[src/rtl/uart_tx_cfg.sv]
// uart_tx_cfg - configurable UART transmitter.
//
// Serialises one word per frame, LSB first: start bit, 1..MAX_WORD_SIZE data
// bits, optional even/odd parity, then one or two stop bits. Every bit lasts
// baud_div+1 clk cycles. All frame settings are captured when a frame is
// accepted, so the inputs may change freely while a frame is on the line.
//
// Ports:
//   clk, rst     system clock; asynchronous active-high reset
//   din          data word (LSB sent first)
//   tx_bits      data bits per frame (0 -> 1, >MAX_WORD_SIZE -> MAX_WORD_SIZE)
//   parity_mode  0/3 = none, 1 = even, 2 = odd
//   stop2        0 = one stop bit, 1 = two stop bits
//   baud_div     bit period minus one, in clk cycles
//   tx_start     frame request, taken only while tx_ready=1
//   tx_ready     a new frame can be accepted
//   tx_done      one-cycle pulse when the last stop bit ends
//   tx           registered serial output, idle high
module uart_tx_cfg #(
  parameter int unsigned MAX_WORD_SIZE = 8,
  parameter int unsigned DIV_W         = 16
) (
  input  logic                     clk,
  input  logic                     rst,
  input  logic [MAX_WORD_SIZE-1:0] din,
  input  logic [5:0]               tx_bits,
  input  logic [1:0]               parity_mode,
  input  logic                     stop2,
  input  logic [DIV_W-1:0]         baud_div,
  input  logic                     tx_start,
  output logic                     tx_ready,
  output logic                     tx_done,
  output logic                     tx
);

  typedef enum logic [2:0] {
    IDLE,
    START,
    DATA,
    PARITY,
    STOP
  } state_t;

  localparam logic [5:0] MAX_BITS = 6'(MAX_WORD_SIZE);

  state_t                   state, state_n;
  logic [DIV_W-1:0]         baud_cnt, baud_cnt_n;
  logic [5:0]               bit_idx, bit_idx_n;
  logic                     stop_cnt, stop_cnt_n;

  // Frame settings captured at acceptance.
  logic [MAX_WORD_SIZE-1:0] sh_din, sh_din_n;
  logic [5:0]               sh_bits, sh_bits_n;
  logic [DIV_W-1:0]         sh_div, sh_div_n;
  logic                     sh_par_en, sh_par_en_n;
  logic                     sh_par_bit, sh_par_bit_n;
  logic                     sh_stop2, sh_stop2_n;

  logic                     tx_n, ready_n, done_n;

  logic [5:0]               bits_clamped;
  logic [MAX_WORD_SIZE-1:0] data_mask;
  logic                     par_calc;
  logic [MAX_WORD_SIZE-1:0] din_shr;
  logic                     bit_end;

  always_comb begin
    if (tx_bits == '0) begin
      bits_clamped = 6'd1;
    end else if (tx_bits > MAX_BITS) begin
      bits_clamped = MAX_BITS;
    end else begin
      bits_clamped = tx_bits;
    end
  end

  // Parity is resolved once at acceptance over only the bits actually sent;
  // shifting in a full-width mask leaves ones in exactly [bits-1:0].
  assign data_mask = ~({MAX_WORD_SIZE{1'b1}} << bits_clamped);
  assign par_calc  = ^(din & data_mask);

  // The shadow word is shifted right as bits go out, so the next data bit is
  // always bit 1 of the current shadow value.
  assign din_shr = sh_din >> 1;
  assign bit_end = (baud_cnt == sh_div);

  always_comb begin
    state_n      = state;
    baud_cnt_n   = '0;
    bit_idx_n    = bit_idx;
    stop_cnt_n   = stop_cnt;
    sh_din_n     = sh_din;
    sh_bits_n    = sh_bits;
    sh_div_n     = sh_div;
    sh_par_en_n  = sh_par_en;
    sh_par_bit_n = sh_par_bit;
    sh_stop2_n   = sh_stop2;
    tx_n         = tx;
    ready_n      = tx_ready;
    done_n       = 1'b0;

    if (state != IDLE && !bit_end) begin
      baud_cnt_n = baud_cnt + DIV_W'(1);
    end

    case (state)
      IDLE: begin
        tx_n    = 1'b1;
        ready_n = 1'b1;
        if (tx_start) begin
          sh_din_n     = din;
          sh_bits_n    = bits_clamped;
          sh_div_n     = baud_div;
          sh_par_en_n  = parity_mode[0] ^ parity_mode[1];
          sh_par_bit_n = par_calc ^ (parity_mode == 2'd2);
          sh_stop2_n   = stop2;
          bit_idx_n    = '0;
          stop_cnt_n   = 1'b0;
          tx_n         = 1'b0;
          ready_n      = 1'b0;
          state_n      = START;
        end
      end

      START: begin
        if (bit_end) begin
          bit_idx_n = '0;
          tx_n      = sh_din[0];
          state_n   = DATA;
        end
      end

      DATA: begin
        if (bit_end) begin
          if (bit_idx == sh_bits - 6'd1) begin
            if (sh_par_en) begin
              tx_n    = sh_par_bit;
              state_n = PARITY;
            end else begin
              tx_n       = 1'b1;
              stop_cnt_n = 1'b0;
              state_n    = STOP;
            end
          end else begin
            bit_idx_n = bit_idx + 6'd1;
            sh_din_n  = din_shr;
            tx_n      = din_shr[0];
          end
        end
      end

      PARITY: begin
        if (bit_end) begin
          tx_n       = 1'b1;
          stop_cnt_n = 1'b0;
          state_n    = STOP;
        end
      end

      STOP: begin
        if (bit_end) begin
          if (sh_stop2 && !stop_cnt) begin
            stop_cnt_n = 1'b1;
          end else begin
            stop_cnt_n = 1'b0;
            tx_n       = 1'b1;
            ready_n    = 1'b1;
            done_n     = 1'b1;
            state_n    = IDLE;
          end
        end
      end

      default: begin
        tx_n    = 1'b1;
        ready_n = 1'b1;
        state_n = IDLE;
      end
    endcase
  end

  always_ff @(posedge clk or posedge rst) begin
    if (rst) begin
      state      <= IDLE;
      baud_cnt   <= '0;
      bit_idx    <= '0;
      stop_cnt   <= 1'b0;
      sh_din     <= '0;
      sh_bits    <= '0;
      sh_div     <= '0;
      sh_par_en  <= 1'b0;
      sh_par_bit <= 1'b0;
      sh_stop2   <= 1'b0;
      tx         <= 1'b1;
      tx_ready   <= 1'b1;
      tx_done    <= 1'b0;
    end else begin
      state      <= state_n;
      baud_cnt   <= baud_cnt_n;
      bit_idx    <= bit_idx_n;
      stop_cnt   <= stop_cnt_n;
      sh_din     <= sh_din_n;
      sh_bits    <= sh_bits_n;
      sh_div     <= sh_div_n;
      sh_par_en  <= sh_par_en_n;
      sh_par_bit <= sh_par_bit_n;
      sh_stop2   <= sh_stop2_n;
      tx         <= tx_n;
      tx_ready   <= ready_n;
      tx_done    <= done_n;
    end
  end

endmodule
[config.mk]
export PLATFORM = sky130hd
export DESIGN_NAME = uart_tx_cfg
export DESIGN_NICKNAME = d
export VERILOG_FILES = /design/src/rtl/uart_tx_cfg.sv
export SDC_FILE = /design/constraint.sdc
export NUM_CORES = 1
export LEC_CHECK = 0
export BUFFER_PORTS_ARGS = -buffer_cell sky130_fd_sc_hd__buf_2
export CAP_MARGIN = 20
export CORE_MARGIN = 2
export CORE_UTILIZATION = 45
export CTS_CLUSTER_DIAMETER = 200
export DETAILED_ROUTE_END_ITERATION = 6
export GPL_TIMING_DRIVEN = 0
export HOLD_SLACK_MARGIN = 0.06
export PLACE_DENSITY = 0.76
export SYNTH_ARGS = -nofsm -noshare
export SYNTH_HDL_FRONTEND = slang
export SYNTH_SLANG_ARGS = --single-unit
[constraint.sdc]
create_clock -name clk -period 4.1 [get_ports clk]
set_clock_uncertainty 0.05 [all_clocks]
set_input_delay 0.82 -clock clk [delete_from_list [all_inputs] [get_ports clk]]
set_output_delay 0.82 -clock clk [all_outputs]
set_load 0.01 [all_outputs]
==> results.md, run 1 <==
* Outcome: finished, final reports clean
* Total nets after synthesis at 370
* H-tree depth at 3
* Worst-path cell chain: xnor2_1, nand4_1, nor4_2, a31oi_1, clkbuf_1, a2111oi_2, mux2i_1
* Setup-failing EPs final at 0
* Worst R2R Path Depth at 7
* Final layout net count at 420
* Register area at 0.001554 mm2
* Hold Vio Cnt, Final at 0
* # DRC at 0
* Core Box Area at between 0.007 and 0.008 mm2
* Slew @ Worst Pin at roughly 0.63 ns
* Part of the cycle the worst path needs at between 60% and 70%
* Clk pin slew, worst setup/hold paths at roughly 0.070 ns
* Antenna viol nets, final at 0
* I/O pin count at 39
* Initial Util at between 40% and 50%
* Num CTS Buffers at 9
* Post-CTS setup buffers at 0
* Die height at ~91 um
* Yosys warns at 0
* Post-synth EDFFs at 0
* Critical Path AT at 2.83 ns
* Max-slew violations at 0
* Final instance area at between 0.003 and 0.004 mm2
* Drt first pass iters at 4
* Switch Pwr at 0.5721 mW
* Area after DPL at around 0.0037 mm2
* Min-Delay Startpoint: stop_cnt
* Flop pwr share at between 40% and 50%
* Max incr delay on CP at between 0.6 and 0.7 ns
* Fillers at about 640
* First-pass GRT wire length at 12.02 mm
* Peak Freq at ~0.38 GHz
* Setup tns final at 0 ns
* Req. time, crit path at 4.31 ns
* Layout cells sized above 1 at between 20% and 30%
* Drt via density at approximately 5.4
* Distinct cells, synth at 58
* Multi-input gate area at 0.001708 mm2
* CTS Sinks at 62
* Maxcap violations at 0
* Cell row count at 31
* Comb power frac at 23.9%
* Post-synth ARST share at between 90% and 100%
* Port Buffers at 38
* VDD IR max at a little under 0.0003 V
* Worst r2r src: baud_cnt[14]
* Int Power at between 1 and 1.5 mW
* Synth-to-Final Area Change at 15.49%
* Initial DRC Count at ~150
* Clk Latency, worst-skew pair at around 0.34 ns
* # hold bufs at CTS at 0
* Startpoint Class: flop
* Initial antenna violation count at 0
* Sw frac at a little under a third
* Via count at approximately 2600
* Hold EP: stop_cnt
* Register bit total from synthesis at 62
* RePlAce Congestion at between 0.8 and 0.9
* Seq/Total Area, Yosys at 46.02%
* Hold/Removal Path Class: reg -> reg
* Dominant synthesized flop cell: dfrtp_1
* Synth Cell Area at 0.003377 mm2
* R2R Setup Slk at roughly 1.5 ns
* Drt total wl at 6.957 mm
* Die X at between 90 and 100 um
* RSZ-0062 raised after global routing: no
* Ant diodes at 0
* Power Density at about 480 mW/mm2
* Vias in the first global route at about 2600
* Root buf cell: clkbuf_8
* DP Cell Count at about 470
* Cells after Synth at 330
* CP max FO at 10
* Worst setup EP type: flop
* Wire per inst at between 10 and 15 um
* Clock power frac at around 28%
* Post-layout min period at between 2 and 3 ns
* Max Buffers Root-to-Sink at 2
* Largest net degree at the start of global routing at 39
* Mean Syn Cell Area at ~10 um2
* CTS tree: done
* Post_cts resized at 0
* Static leakage at 1.668 nW
* Non-Filler Instances at 483
* R2r endpoint: bit_idx[5]
* HPWL after DPL at roughly 5.1 mm
* Worst path slowest cell: nor4_2
* Tot GR Track Use at 18.44%
* WHS Path Cells at 1
* Critical path class: reg -> reg
* Slew headroom at between 50% and 60%
* Grt ovf at 0
* Die area at 0.008214 mm2
==> cell usage in the layout, fill, tap and decap left out, drive strengths merged, types with 2 or more instances in the layout <==
master	instances
o31ai	3
buf	47
a2111oi	2
and2	2
nand4	5
and3	5
o21ai	27
a22oi	2
a211o	3
a21boi	3
clkinv	2
ha	4
nand2	21
mux2i	13
dfstp	2
nand3	13
a21oi	11
clkbuf	16
nor2b	2
or2	2
nor2	25
xor2	11
nor3	4
o32ai	2
nor4	2
dfrtp	60
o211ai	2
or3	7
o22ai	2
mux2	17
a31oi	4
inv	12
xnor2	29
nand2b	5
nand3b	2
==> Yosys cell counts, types with 5 or more instances <==
master	instances	share of area [%]
clkbuf_1	5	0.56
o21ai_0	11	1.6
nand4_1	5	0.93
o21ai_1	16	2.4
xnor2_1	29	7.5
nand2b_1	5	0.93
mux2_2	17	5.7
nor2_1	25	2.8
a21oi_1	9	1.3
dfrtp_1	60	44
xor2_1	11	2.9
nand2_1	20	2.2
nand3_1	13	1.9
or3_1	6	1.1
inv_1	12	1.3
mux2i_1	13	3.9
and3_1	5	0.93
==> how the worst max path moves through the flow <==
stage                  from  cells past startpoint           to
2_1_floorplan           rst                      1  baud_cnt[0]
3_3_place_gp            rst                      2    sh_div[2]
3_5_place_dp   baud_cnt[14]                      7   bit_idx[5]
4_1_cts        baud_cnt[14]                      7   bit_idx[5]
5_1_grt         baud_cnt[9]                      7   bit_idx[5]
6_report       baud_cnt[14]                      7   bit_idx[5]
==> routing by layer <==
layer  vias to the layer above  share of wire [%]  track usage, %
met3                        10                3.5           5.008
met2                        56                 48           29.04
met4                         0                2.2           8.718
met1                      1273                 47           23.61
met5                         -                  0               0
li1                       1273                  -               -
==> through the flow <==
step	util [%]	hold slack, ns	total power, mW	setup WS, ns
after CTS	53.77	0.4449	1.884	1.510
final	53.77	0.4421	1.872	1.484
after detailed placement	51.16	0.4294	1.356	1.517
after global routing	53.77	0.4674	1.990	1.287
after global placement	50.89	0.4046	1.334	0.9663
after floorplan	-	0.3910	1.229	1.692
==> critical path, delay by kind of cell, from the launching register on <==
kind | cells | cell delay (ns)
compound gates | 2 | 0.59
xor+xnor | 1 | 0.19
buf+inv | 1 | 0.29
simple gates | 2 | 0.79
flops | 1 | 0.41
mux | 1 | 0.23
==> state kept, by name (all words and copies together) (netlist names), 3 cells and up <==
signal    count
baud_cnt     16
bit_idx       6
sh_bits       6
sh_din        8
sh_div       16
state         3
==> layout make-up <==
class | instances | area share [%]
multi-input cells | 243 | 43.79
repair buffers | 39 | 5.390
flip-flops and latches | 62 | 39.85
clock inverters | 4 | 1.219
clock buffers | 11 | 3.625
well taps | 99 | 3.176
inverters | 12 | 1.155
plain buffers | 13 | 1.797
==> power groups by stage <==
| stage | combinational, mW | sequential (mW) | clock [mW] |
|---|---|---|---|
| floorplan | 0.355 | 0.874 | 0 |
| global placement | 0.432 | 0.901 | 0 |
| detailed placement | 0.448 | 0.908 | 0 |
| CTS | 0.451 | 0.897 | 0.536 |
| global route | 0.503 | 0.917 | 0.569 |
| finish | 0.447 | 0.897 | 0.528 |
==> cells by family (layout without fill, tap and decap cells) <==
logic type	Yosys count	in the layout	share of synthesized area, %
muxes	30	30	9.522
AOI/OAI and AO/OA	70	70	13.67
buffers and inverters	25	79	3.409
and+or+nand+nor	99	99	15.52
DFF	62	62	46.02
xor gates and xnor gates	40	40	10.37
adders and majority gates	4	4	1.482
No activity file was read; power rests on OpenSTA's default activity.
==> run 2, diff against run 1 <==
Settings changed: ABC_AREA set to 1, PLACE_DENSITY 0.76 to 0.78.
Clock period 4.1 ns to 2.24 ns, I/O delays scaled along.
==> results.md, run 2 <==
* Outcome: finished, final reports clean (unchanged)
* Static leakage at 2.223 nW (was 1.668 nW)
* Most frequent cells in the layout: 148 x nand2_1, 60 x inv_1, 60 x dfrtp_1 (was 60 x dfrtp_1, 40 x buf_2, 29 x xnor2_1)
* CP dominant cell by count: inv_1
* Mean Syn Cell Area at 7.407 um2 (was 10.23 um2)
* Buf/Inv on CP at 3 (was 1)
* CTS tree: done (unchanged)
* Hold/Removal Path Class: in -> async (was reg -> reg)
* Critical Path AT at 2.27 ns (was 2.83 ns)
* Via count at 3145 (was 2612)
* RePlAce Congestion at 0.8507 (was 0.8818)
* First-pass GRT wire length at 13.20 mm (was 12.02 mm)
* Peak Freq at 0.4858 GHz (was 0.3823 GHz)
* # DRC at 0 (unchanged)
* H-tree depth at 3 (unchanged)
* Post-synth EDFFs at 0 (unchanged)
* Power Density at 1124 mW/mm2 (was 479.9 mW/mm2)
* Synth Cell Area at 0.003592 mm2 (was 0.003377 mm2)
* Layout cells sized above 1 at 17.31% (was 23.18%)
* Fillers at 745 (was 643)
* Worst r2r src: sh_bits[0] (was baud_cnt[14])
* Most instantiated library cell after synthesis: nand2_1 (was dfrtp_1)
* Worst-path cell chain: inv_1, ha_1, nand2_2, nor2_4, inv_1, nand2_1, nand3_1, nor2_2, nand4_1, nand3_4, buf_4, nor2_1, a21oi_1 (was xnor2_1, nand4_1, nor4_2, a31oi_1, clkbuf_1, a2111oi_2, mux2i_1)
* Vias in the first global route at 3003 (was 2631)
* CTS Sinks at 62 (unchanged)
* Register bit total from synthesis at 62 (unchanged)
* Max Buffers Root-to-Sink at 2 (unchanged)
* Post-synth ARST share at 100.0% (unchanged)
* Hold Vio Cnt, Final at 0 (unchanged)
* Die height at 93.35 um (was 90.63 um)
* VDD IR max at 0.0007004 V (was 0.0002892 V)
* Drt via density at 4.876 (was 5.408)
* Die X at 93.35 um (was 90.63 um)
* Ant diodes at 0 (unchanged)
* Worst slack, placed at 0.2202 ns (was 1.517 ns)
* Core Box Area at 0.007727 mm2 (was 0.007253 mm2)
* CP max FO at 8 (was 10)
* Area after DPL at 0.003930 mm2 (was 0.003711 mm2)
* Setup-failing EPs final at 0 (unchanged)
* Fin Hold WS at 0.1135 ns (was 0.4421 ns)
* Seq/Total Area, Yosys at 43.26% (was 46.02%)
* Critical path class: reg -> reg (unchanged)
* Synth-to-Final Area Change at 15.22% (was 15.49%)
* Max-slew violations at 0 (unchanged)
* Slew headroom at 60.16% (was 57.56%)
* Antenna viol nets, final at 0 (unchanged)
* Largest net degree at the start of global routing at 36 (was 39)
* Port Buffers at 38 (unchanged)
* Final instance area at 0.004139 mm2 (was 0.003900 mm2)
* Wire per inst at 11.67 um (was 14.40 um)
* Cells after Synth at 485 (was 330)
* HPWL after DPL at 5.630 mm (was 5.141 mm)
* Initial DRC Count at 217 (was 148)
* Grt ovf at 0 (unchanged)
* Max incr delay on CP at 0.40 ns (was 0.63 ns)
* Total nets after synthesis at 525 (was 370)
* Synth area leaders: dfrtp_1 42%, nand2_1 16%, inv_1 6.4%, xor2_1 5.9%, nor2_1 5.5% (was dfrtp_1 44%, xnor2_1 7.5%, mux2_2 5.7%, mux2i_1 3.9%, xor2_1 2.9%)
* Root buf cell: clkbuf_8 (unchanged)
* Distinct cells, synth at 35 (was 58)
* Initial antenna violation count at 0 (unchanged)
* Post-synth top area share at 41.80% (was 44.46%)
* Initial Util at 46.49% (was 46.56%)
* Num CTS Buffers at 9 (unchanged)
* Tot GR Track Use at 19.18% (was 18.44%)
* Cell row count at 32 (was 31)
* Largest regs: baud_cnt (16), sh_div (16), sh_din (8) (unchanged)
* Die area at 0.008713 mm2 (was 0.008214 mm2)
* Commonest non-fill, non-tap cell in the layout: nand2_1 (was dfrtp_1)
* Crit path launch: sh_bits[0] (was baud_cnt[14])
* Top post-synthesis cells by count: 149 x nand2_1, 61 x inv_1, 60 x dfrtp_1 (was 60 x dfrtp_1, 29 x xnor2_1, 25 x nor2_1)
* Drt total wl at 7.527 mm (was 6.957 mm)
* Yosys warns at 0 (unchanged)
* Final layout net count at 578 (was 420)
* Clk pin slew, worst setup/hold paths at 0.07 ns (about the same)
* Post-layout min period at 2.059 ns (was 2.616 ns)
* Worst setup EP type: flop (unchanged)
* Dominant synthesized flop cell: dfrtp_1 (unchanged)
* Req. time, crit path at 2.45 ns (was 4.31 ns)
* Setup WS post-layout at 0.1815 ns (was 1.484 ns)
* I/O pin count at 39 (unchanged)
* Worst path slowest cell: dfrtp_1 (was nor4_2)
* Clk Latency, worst-skew pair at 0.35 ns (was 0.34 ns)
* Startpoint Class: flop (unchanged)
* Drt first pass iters at 5 (was 4)
* Synth area leader: dfrtp_1 (unchanged)
* Kind of cell adding the most delay to the critical path: simple AND/OR/NAND/NOR gates (unchanged)
* Maxcap violations at 0 (unchanged)
* Slew @ Worst Pin at 0.5967 ns (was 0.6314 ns)
* Part of the cycle the worst path needs at 91.90% (was 63.81%)
==> run 2: cell count changes after synthesis, sizes merged, moves of 17 or more <==
cell,delta
nor2,+38
xnor2,-24
nand3,+19
inv,+52
mux2,-17
nand2,+133
==> run 2: cell type report <==
cell class	instances	area [um2]	share of cell area, %
inverter	65	244.0	5.895
buffer	10	53.80	1.300
clock buffer	13	148.9	3.597
clock inverter	3	20.02	0.4837
sequential	62	1554	37.55
timing repair buffer	42	232.7	5.623
tap	102	127.6	3.083
multi-input combinational	348	1758	42.47
==> run 2: metrics by stage <==
step                instances    TNS, ns  util, %  power [mW]
floorplan                 485          0        -       3.221
global placement          625     -32.84    50.60       3.623
detailed placement        626          0    50.86       3.701
CTS                       642          0    53.04       4.579
global route              645  -0.006353    53.56       5.081
finish                    645          0    53.56       4.652
==> run 2: report_power, final <==
group / switching, mW / internal, mW
combinational: 1.31 / 0.757
sequential: 0.245 / 1.48
clock: 0.429 / 0.431
==> run 2: layer usage <==
layer,routed length [um],GRT usage [%],vias up
met5,0,0,-
met3,357,3.707,11
met1,3626,26.34,1444
li1,-,-,1614
met2,3404,29.92,76
met4,139,7.721,0
==> run 2: kinds of logic (layout without fill, tap and decap cells) <==
| logic type | Yosys count | in the layout | synth area share [%] |
|---|---|---|---|
| DFF | 62 | 62 | 43.26 |
| and+or+nand+nor | 275 | 275 | 34.20 |
| AOI/OAI and AO/OA | 40 | 40 | 5.782 |
| xor gates and xnor gates | 29 | 29 | 7.071 |
| adders and majority gates | 4 | 4 | 1.393 |
| buffers and inverters | 75 | 133 | 8.290 |
==> run 2: final timing paths <==
kind                               to  slack [ns]  cells past startpoint
max                         sh_din[5]        0.18                     13
min                         sh_div[1]        0.11                      2
max reg2reg                 sh_din[5]        0.18                     13
min reg2reg                  tx_ready        0.42                      2
max in group asynchronous  sh_bits[2]        1.43                      3
min in group clk            sh_div[4]        0.25                      3
==> run 2: repair_timing <==
action	in CTS	in global routing
setup endpoints to repair	0	18
setup buffers	0	2
resized for setup	0	6
hold buffers	0	0
endpoints found under the hold margin	0	0
